==> src/rtl/divider_load_ramp_pkg.sv <==
// Shared definitions for the divider control blocks: ramp FSM encoding,
// default widths and the default (slowest-clock) load constant.
package divider_load_ramp_pkg;

    typedef enum logic [1:0] {
        ST_IDLE  = 2'd0,
        ST_STEP  = 2'd1,
        ST_DWELL = 2'd2
    } ramp_state_t;

    localparam int DEF_LOAD_WIDTH  = 24;
    localparam int DEF_STEP_WIDTH  = 16;
    localparam int DEF_DWELL_WIDTH = 16;

    localparam logic [DEF_LOAD_WIDTH-1:0] DEF_RESET_LOAD = '1;

    function automatic int max_width(input int a, input int b);
        return (a > b) ? a : b;
    endfunction

endpackage

==> src/rtl/divider_load_step.sv <==
// Purpose: one saturating step of the load value toward the target.
// Latency: combinational.
// Backpressure: none; pure function of its inputs.
module divider_load_step
    import divider_load_ramp_pkg::*;
#(
    parameter int WIDTH      = DEF_LOAD_WIDTH,
    parameter int STEP_WIDTH = DEF_STEP_WIDTH
) (
    input  logic [WIDTH-1:0]      cur,
    input  logic [WIDTH-1:0]      target,
    input  logic [STEP_WIDTH-1:0] step,
    output logic [WIDTH-1:0]      next,
    output logic                  reached
);

    // One extra bit so the distance and step compare without wrap.
    localparam int CW = max_width(WIDTH, STEP_WIDTH) + 1;

    logic          up;
    logic [CW-1:0] cur_c;
    logic [CW-1:0] tgt_c;
    logic [CW-1:0] step_c;
    logic [CW-1:0] diff_c;

    always_comb begin
        cur_c   = CW'(cur);
        tgt_c   = CW'(target);
        step_c  = CW'(step);
        up      = (tgt_c > cur_c);
        diff_c  = up ? (tgt_c - cur_c) : (cur_c - tgt_c);
        reached = (step_c == '0) || (diff_c <= step_c);
        next    = target;
        // Not reached implies step < distance, so it fits in WIDTH and cannot overshoot.
        if (!reached) begin
            next = up ? (cur + step_c[WIDTH-1:0]) : (cur - step_c[WIDTH-1:0]);
        end
    end

endmodule

==> src/rtl/divider_load_ramp.sv <==
// Purpose: ramps the divider load value toward a commanded target in bounded, dwelled steps.
// Latency: accept -> first update 1 cycle; each intermediate value held dwell+2 cycles.
// Backpressure: cmd_ready only in IDLE; commands offered while busy wait, nothing is queued.
module divider_load_ramp
    import divider_load_ramp_pkg::*;
#(
    parameter int               WIDTH       = DEF_LOAD_WIDTH,
    parameter int               STEP_WIDTH  = DEF_STEP_WIDTH,
    parameter int               DWELL_WIDTH = DEF_DWELL_WIDTH,
    parameter logic [WIDTH-1:0] RESET_LOAD  = {WIDTH{1'b1}}
) (
    input  logic                   clk_in,
    input  logic                   rst_n,
    input  logic                   cmd_valid,
    output logic                   cmd_ready,
    input  logic [WIDTH-1:0]       cmd_target,
    input  logic [STEP_WIDTH-1:0]  cmd_step,
    input  logic [DWELL_WIDTH-1:0] cmd_dwell,
    input  logic                   abort,
    output logic [WIDTH-1:0]       load,
    output logic                   busy,
    output logic                   done
);

    ramp_state_t            state;
    logic [WIDTH-1:0]       target_q;
    logic [STEP_WIDTH-1:0]  step_q;
    logic [DWELL_WIDTH-1:0] dwell_q;
    logic [DWELL_WIDTH-1:0] dwell_cnt;

    logic [WIDTH-1:0]       step_next;
    logic                   step_reached;

    divider_load_step #(
        .WIDTH      (WIDTH),
        .STEP_WIDTH (STEP_WIDTH)
    ) u_step (
        .cur     (load),
        .target  (target_q),
        .step    (step_q),
        .next    (step_next),
        .reached (step_reached)
    );

    assign cmd_ready = (state == ST_IDLE);

    always_ff @(posedge clk_in or negedge rst_n) begin
        if (!rst_n) begin
            state     <= ST_IDLE;
            load      <= RESET_LOAD;
            busy      <= 1'b0;
            done      <= 1'b0;
            dwell_cnt <= '0;
            target_q  <= '0;
            step_q    <= '0;
            dwell_q   <= '0;
        end else begin
            done <= 1'b0;
            case (state)
                ST_IDLE: begin
                    if (cmd_valid) begin
                        target_q <= cmd_target;
                        step_q   <= cmd_step;
                        dwell_q  <= cmd_dwell;
                        state    <= ST_STEP;
                        busy     <= 1'b1;
                    end
                end
                ST_STEP: begin
                    // Abort beats the final write: load stays frozen and no done.
                    if (abort) begin
                        state <= ST_IDLE;
                        busy  <= 1'b0;
                    end else if (step_reached) begin
                        load  <= step_next;
                        done  <= 1'b1;
                        state <= ST_IDLE;
                        busy  <= 1'b0;
                    end else begin
                        load      <= step_next;
                        dwell_cnt <= dwell_q;
                        state     <= ST_DWELL;
                    end
                end
                ST_DWELL: begin
                    if (abort) begin
                        state <= ST_IDLE;
                        busy  <= 1'b0;
                    end else if (dwell_cnt == '0) begin
                        state <= ST_STEP;
                    end else begin
                        dwell_cnt <= dwell_cnt - DWELL_WIDTH'(1);
                    end
                end
                default: begin
                    state <= ST_IDLE;
                    busy  <= 1'b0;
                end
            endcase
        end
    end

endmodule

==> config.mk <==
export PLATFORM = sky130hd
export DESIGN_NAME = divider_load_ramp
export DESIGN_NICKNAME = d
export VERILOG_FILES = /design/src/rtl/divider_load_ramp_pkg.sv /design/src/rtl/divider_load_step.sv /design/src/rtl/divider_load_ramp.sv
export SDC_FILE = /design/constraint.sdc
export NUM_CORES = 1
export LEC_CHECK = 0
export CAP_MARGIN = 15
export CORE_ASPECT_RATIO = 0.5
export CORE_MARGIN = 2
export CORE_UTILIZATION = 26
export DETAILED_ROUTE_END_ITERATION = 7
export GPL_TIMING_DRIVEN = 0
export SKIP_LAST_GASP = 1
export SLEW_MARGIN = 20
export SYNTH_ARGS = -nofsm -noshare
export SYNTH_HDL_FRONTEND = slang
export SYNTH_HIERARCHICAL = 1
export SYNTH_SLANG_ARGS = --single-unit
==> constraint.sdc <==
create_clock -name clk_in -period 6.5 [get_ports clk_in]
set_clock_uncertainty 0.2 [all_clocks]
set_input_delay 1.3 -clock clk_in [delete_from_list [all_inputs] [get_ports clk_in]]
set_output_delay 1.3 -clock clk_in [all_outputs]
set_load 0.01 [all_outputs]
* Yosys cells after proc, flatten, opt, wreduce, memory -nomap -nowiden
Index checks and enable logic that the tools add are counted.
** Operators by class
- Equal/unequal tests :: 10
- Multiplexer cells :: 22
- Add/subtract/negate cells :: 5
- Reduce and logical (&&, ||, !) cells :: 10
- Order comparisons :: 2
- Bitwise operators :: 1
** Operator list (number)
- 16-bit 2-to-1 mux :: 4
- 24-bit by 24-bit subtractor with 25-bit output :: 2
- 24-bit 2-to-1 mux :: 2
- 16-bit logical NOT :: 2
- 16-bit one-hot mux with 2 select lines :: 1
- 25-bit by 16-bit less-or-equal comparator with 1-bit output :: 1
- 25-bit 2-to-1 mux :: 1
- 24-bit by 16-bit adder with 24-bit output :: 1
- 24-bit > comparator :: 1
- 24-bit by 16-bit subtractor with 24-bit output :: 1
- 16-bit by 1-bit subtractor with 16-bit output (second input constant) :: 1
- 2-bit != test (second input constant) :: 6
- 2-bit 2-to-1 mux :: 5
- 1-bit 2-to-1 mux :: 7
- 3-bit != test (second input constant) :: 2
- 2-bit one-hot mux with 3 select lines :: 1
- 2-bit AND reduction :: 3
- 5-bit AND reduction :: 1
- 1-bit one-hot mux with 3 select lines :: 1
- 3-bit AND reduction :: 1
- 2-bit by 1-bit equality test with 1-bit output (second input constant) :: 1
- 2-bit equality test (second input constant) :: 1
- 2-bit logical NOT :: 1
- 2-bit nonzero test :: 1
- other kinds (2) :: 2
** Storage, ports and cells
- Output and inout bits :: 27
- Bits of input ports :: 60
- Register bits after elaboration :: 100

* Longest topological paths before layout
- Depth in word-level cells :: 7
- Mapped depth :: 37
- Mapped depth without buffers :: 31

* Hierarchy
Netlist, hierarchy kept.
** By module, submodules not included
- divider_load_step :: instances 1, area an instance 4737.0 um2, cells each 681
- divider_load_ramp :: instances 1, area an instance 4240.3 um2, cells each 310

* Worst setup path after synthesis
Ideal clock, no wire load.
- Path kind :: flip-flop to flip-flop
- Start point :: register load[6]
- End point :: register load[22]
- Setup time :: 0.082 ns
- Stages on the path, launching flop included :: 27
- Setup slack :: 0.134 ns
- Arrival time :: 6.084 ns
- Path through :: dfstp_2 inv_1 ha_1 buf_4 and4_4 nor4b_4 o21ai_2 a31oi_4 o2111ai_2 o31ai_2 buf_2 buf_1 buf_1 a21oi_1 fa_1 a211oi_1 o21bai_1 a2111oi_0 o21ai_1 a21oi_1 o21bai_1 a21o_1 a21oi_1 a21oi_1 a311o_1 mux2_2 mux2_2
** On the way
- Cells in the longest elaborated chain, start to end :: 5
- Elaborated cells between the ends (all ways) :: 10
** Ends and longest elaborated chain
- from (decl) :: line divider_load_ramp.sv:20 : output logic [WIDTH-1:0] load,
- from (signal assigned) :: line divider_load_ramp.sv:75 : load <= step_next;
- from (signal assigned) :: line divider_load_ramp.sv:80 : load <= step_next;
- 24-bit by 24-bit subtractor with 25-bit output / 24-bit > comparator (equally long branches) :: line divider_load_step.sv:31, divider_load_step.sv:30
- 25-bit 2-to-1 mux :: line divider_load_step.sv:31 : diff_c = up ? (tgt_c - cur_c) : (cur_c - tgt_c);
- 25-bit by 16-bit less-or-equal comparator with 1-bit output :: line divider_load_step.sv:32 : reached = (step_c == '0) || (diff_c <= step_c);
- 1-bit logical OR :: line divider_load_step.sv:32
- 24-bit 2-to-1 mux (*) :: line divider_load_step.sv:35 : if (!reached) begin
- net step_next[22] :: line divider_load_ramp.sv:31 : logic [WIDTH-1:0] step_next;
The timed path passes the listed nets; every way through them passes the cells marked *.
A chain may end at the register's enable or synchronous reset.

* Worst setup path after layout
- Start point :: register load[10]
- End point :: register dwell_cnt[13]
** On the way
- Cells in the longest elaborated chain, start to end :: 6
- Elaborated cells between the ends (all ways) :: 8
** Ends and longest elaborated chain
- 24-bit by 24-bit subtractor with 25-bit output / 24-bit > comparator (equally long branches) :: line divider_load_step.sv:31, divider_load_step.sv:30
- 25-bit 2-to-1 mux (*) :: line divider_load_step.sv:31
- 25-bit by 16-bit less-or-equal comparator with 1-bit output (*) :: line divider_load_step.sv:32
- 1-bit logical OR (*) :: line divider_load_step.sv:32
- net step_reached :: line divider_load_ramp.sv:32 : logic step_reached;
- 2-bit != test (no source line) (*)
- 5-bit AND reduction (no source line) (*)
- to (signal assigned) :: line divider_load_ramp.sv:81 : dwell_cnt <= dwell_q;
- to (signal assigned) :: line divider_load_ramp.sv:92 : dwell_cnt <= dwell_cnt - DWELL_WIDTH'(1);
- to (decl) :: line divider_load_ramp.sv:29 : logic [DWELL_WIDTH-1:0] dwell_cnt;
Marked as above.

==> qor.txt <==
Routed wire per std cell: 16.62 um
worst slew pin tran: 0.7839 ns
first-pass GRT wire length: 41.26 mm
Setup WS post-layout: 0.1890 ns
Peak Freq: 158.5 MHz
endpoints failing hold: 0
gpl congestion: 0.8854
setup_tns: 0 ns
maximum capacitance violations: 0
Tmin final: 6.311 ns
Final Max Slew Viols: 0
synth warn: 6
worst path bufs/invs: 8
GR Util All Layers: 14.49%
WS Path Type: flop to flop
Hold/Removal Path Class: flop to flop
largest net degree at the start of global routing: 68
crit end category: flop
TritonCTS Buffers: 9
Port Buffers: 86
DP Worst Slack: -1.475 ns
post-synth design cell area: 0.008977 sq mm
initial antenna violation count: 0
DIE WIDTH: 266.8 um
Final ANT Viol Nets: 0
Max clock buf depth: 2
fraction of layout cells with a size suffix above 1: 26.26%
Crit path required time: 6.60 ns
root buf cell: clkbuf_16
Main synth FF type: dfrtp_1
Crit. Startpoint: load[10]
total number of vias: 7860
distinct cell type count after synthesis: 89
status: finished clean
flops & latches, synth: 100
Tcrit/Tclk final: 97.09%
Final HPWL DP: 19.65 mm
DRC: 0
Iter 0 DRT Violations: 568
wirelength, routed: 26.34 mm
Cells after Synth: 991
Hold Crit Start: busy
ys async rst share: 100.0%
CP max FO: 8
Worst Setup Start Kind: flop
gr ovfl total: 0
TritonCTS Sinks: 100
Skew-Pair Late Insertion Delay: 0.38 ns
Avg Vias per Cell: 4.959
CP delay by family, top: compound AO/OA/AOI/OAI gates
sequential area share after synthesis: 28.21%
Core Util, Final: 34.10%
CP arrival: 6.41 ns
CTS tree: done
Post-synth EDFFs: 0
Die Height: 135.4 um
Initial DRT Pass Iterations: 5
Worst path max stage delay: 0.54 ns
Layout Nets: 1282
Slew HR: 47.51%
Crit Reg-Reg Startpoint: load[10]
Slowest-stage cell, CP: dfstp_2
Area growth, synth to finish: 30.03%
ant diodes: 0
vias in the first global route: 7645
setup violators final: 0
Initial Util: 26.22%
H-tree levels: 3
core area: 0.03423 sq mm
area of the die: 0.03612 sq mm
Worst-path clk slew: 0.08 ns
Hold WS: 0.2842 ns
FP Rows: 48
I/O pin cnt: 87
post-synth net total: 1143
Mean Syn Cell Area: 9.059 sq um
## through the flow
step                instances  instance area [sq um]
floorplan                 991                   8977
global placement         1527                  10400
detailed placement       1528                  10430
CTS                      1568                  11190
global route             1585                  11670
finish                   1585                  11670
## synth_stat cells, drive strengths merged, types with 3 or more instances
library cell   n  area share [%]
a221o          4            0.45
nand3         12            0.67
o311ai         4            0.39
a21oi         98             5.5
o2111ai        3            0.36
o21bai         6            0.50
o211ai         9            0.75
o21a          14             1.3
nor2          53             2.2
xor2          16             1.6
inv           85             3.6
a21o          37             3.2
and4           4            0.42
o31a           4            0.39
fa             3            0.67
o22ai          6            0.49
and2           4            0.28
mux2          84              11
o21ai         63             3.6
a31oi         13             1.1
dfstp         24             7.0
nand2         57             2.4
nand2b        11            0.77
or2            3            0.21
nor2b         11            0.77
a21boi         4            0.33
or3            3            0.21
buf           35             2.4
xnor2         39             3.8
o31ai          3            0.31
nand4         10            0.77
dfrtp         76              21
clkbuf        11            0.46
mux2i         30             3.3
a211oi         3            0.31
nor4           9            0.63
nor4b          5            0.72
nor3          13            0.91
ha            89              12
nand3b         3            0.25
## state kept, by name, indices dropped and copies added, names as in the netlist
name       cells
dwell_q       16
step_q        16
target_q      24
busy           1
done           1
load          24
dwell_cnt     16
state          2
## area by class of cell
| type | count | area [sq um] |
|---|---|---|
| buffer | 34 | 266.5 |
| clock buffer | 9 | 225.2 |
| clock inverter | 7 | 86.33 |
| fill | 3546 | 22560 |
| inverter | 86 | 335.3 |
| multi-input combinational | 760 | 6356 |
| sequential | 100 | 2532 |
| tap | 450 | 563.0 |
| timing repair buffer | 139 | 1309 |
## routing by layer
metal	up-vias	routed length (um)	track usage, %	share of wire, %
met3	29	963	2.054	3.7
li1	3835	-	-	-
met1	3824	12220	19.22	46
met5	-	0	0	0
met4	0	522	4.026	2.0
met2	172	12630	24.67	48
## cell families after synthesis
group,after synthesis,synth area share (%)
DFF,100,28.21
AOI/OAI and AO/OA,289,20.68
and+or+nand+nor,209,12.31
buffers and inverters,132,6.481
adders and majority gates,92,13.07
muxes,114,13.88
xor gates and xnor gates,55,5.366
## timing repair
item | 4_1_cts | 5_1_grt
setup endpoints to repair | 43 | 42
hold buffers | 0 | 0
resized for setup | 66 | 81
setup buffers | 30 | 21
pin swaps | 22 | 42
hold endpoints to repair | 0 | 0
gates cloned | 1 | 1
## placed cells by master, fill, tap and decap left out, types with 12 or more instances in the layout
cell and n:
mux2i_1 30, o21ai_0 39, a21oi_2 14, ha_4 13, nor2_1 49, nand2_1 55
o21a_1 13, buf_6 14, o21ai_2 12, a21o_1 36, mux2_2 81, buf_4 53
a21oi_1 83, ha_1 73, dfrtp_1 76, inv_1 80, dfstp_2 24, clkdlybuf4s50_1 85
xnor2_1 39, xor2_1 15, o21ai_1 12
## worst paths after layout
path                            cells past startpoint             to  slack [ns]
max in group asynchronous                           2       load[11]        4.79
min in group asynchronous                           1   target_q[19]        0.61
worst min register to register                      1           busy        0.28
worst min-delay path                                1           busy        0.28
worst max-delay path                               31  dwell_cnt[13]        0.19
worst max register to register                     31  dwell_cnt[13]        0.19
Power is not shown: default switching activity piles up to over one toggle a cycle in this logic, so the estimate is an artifact.
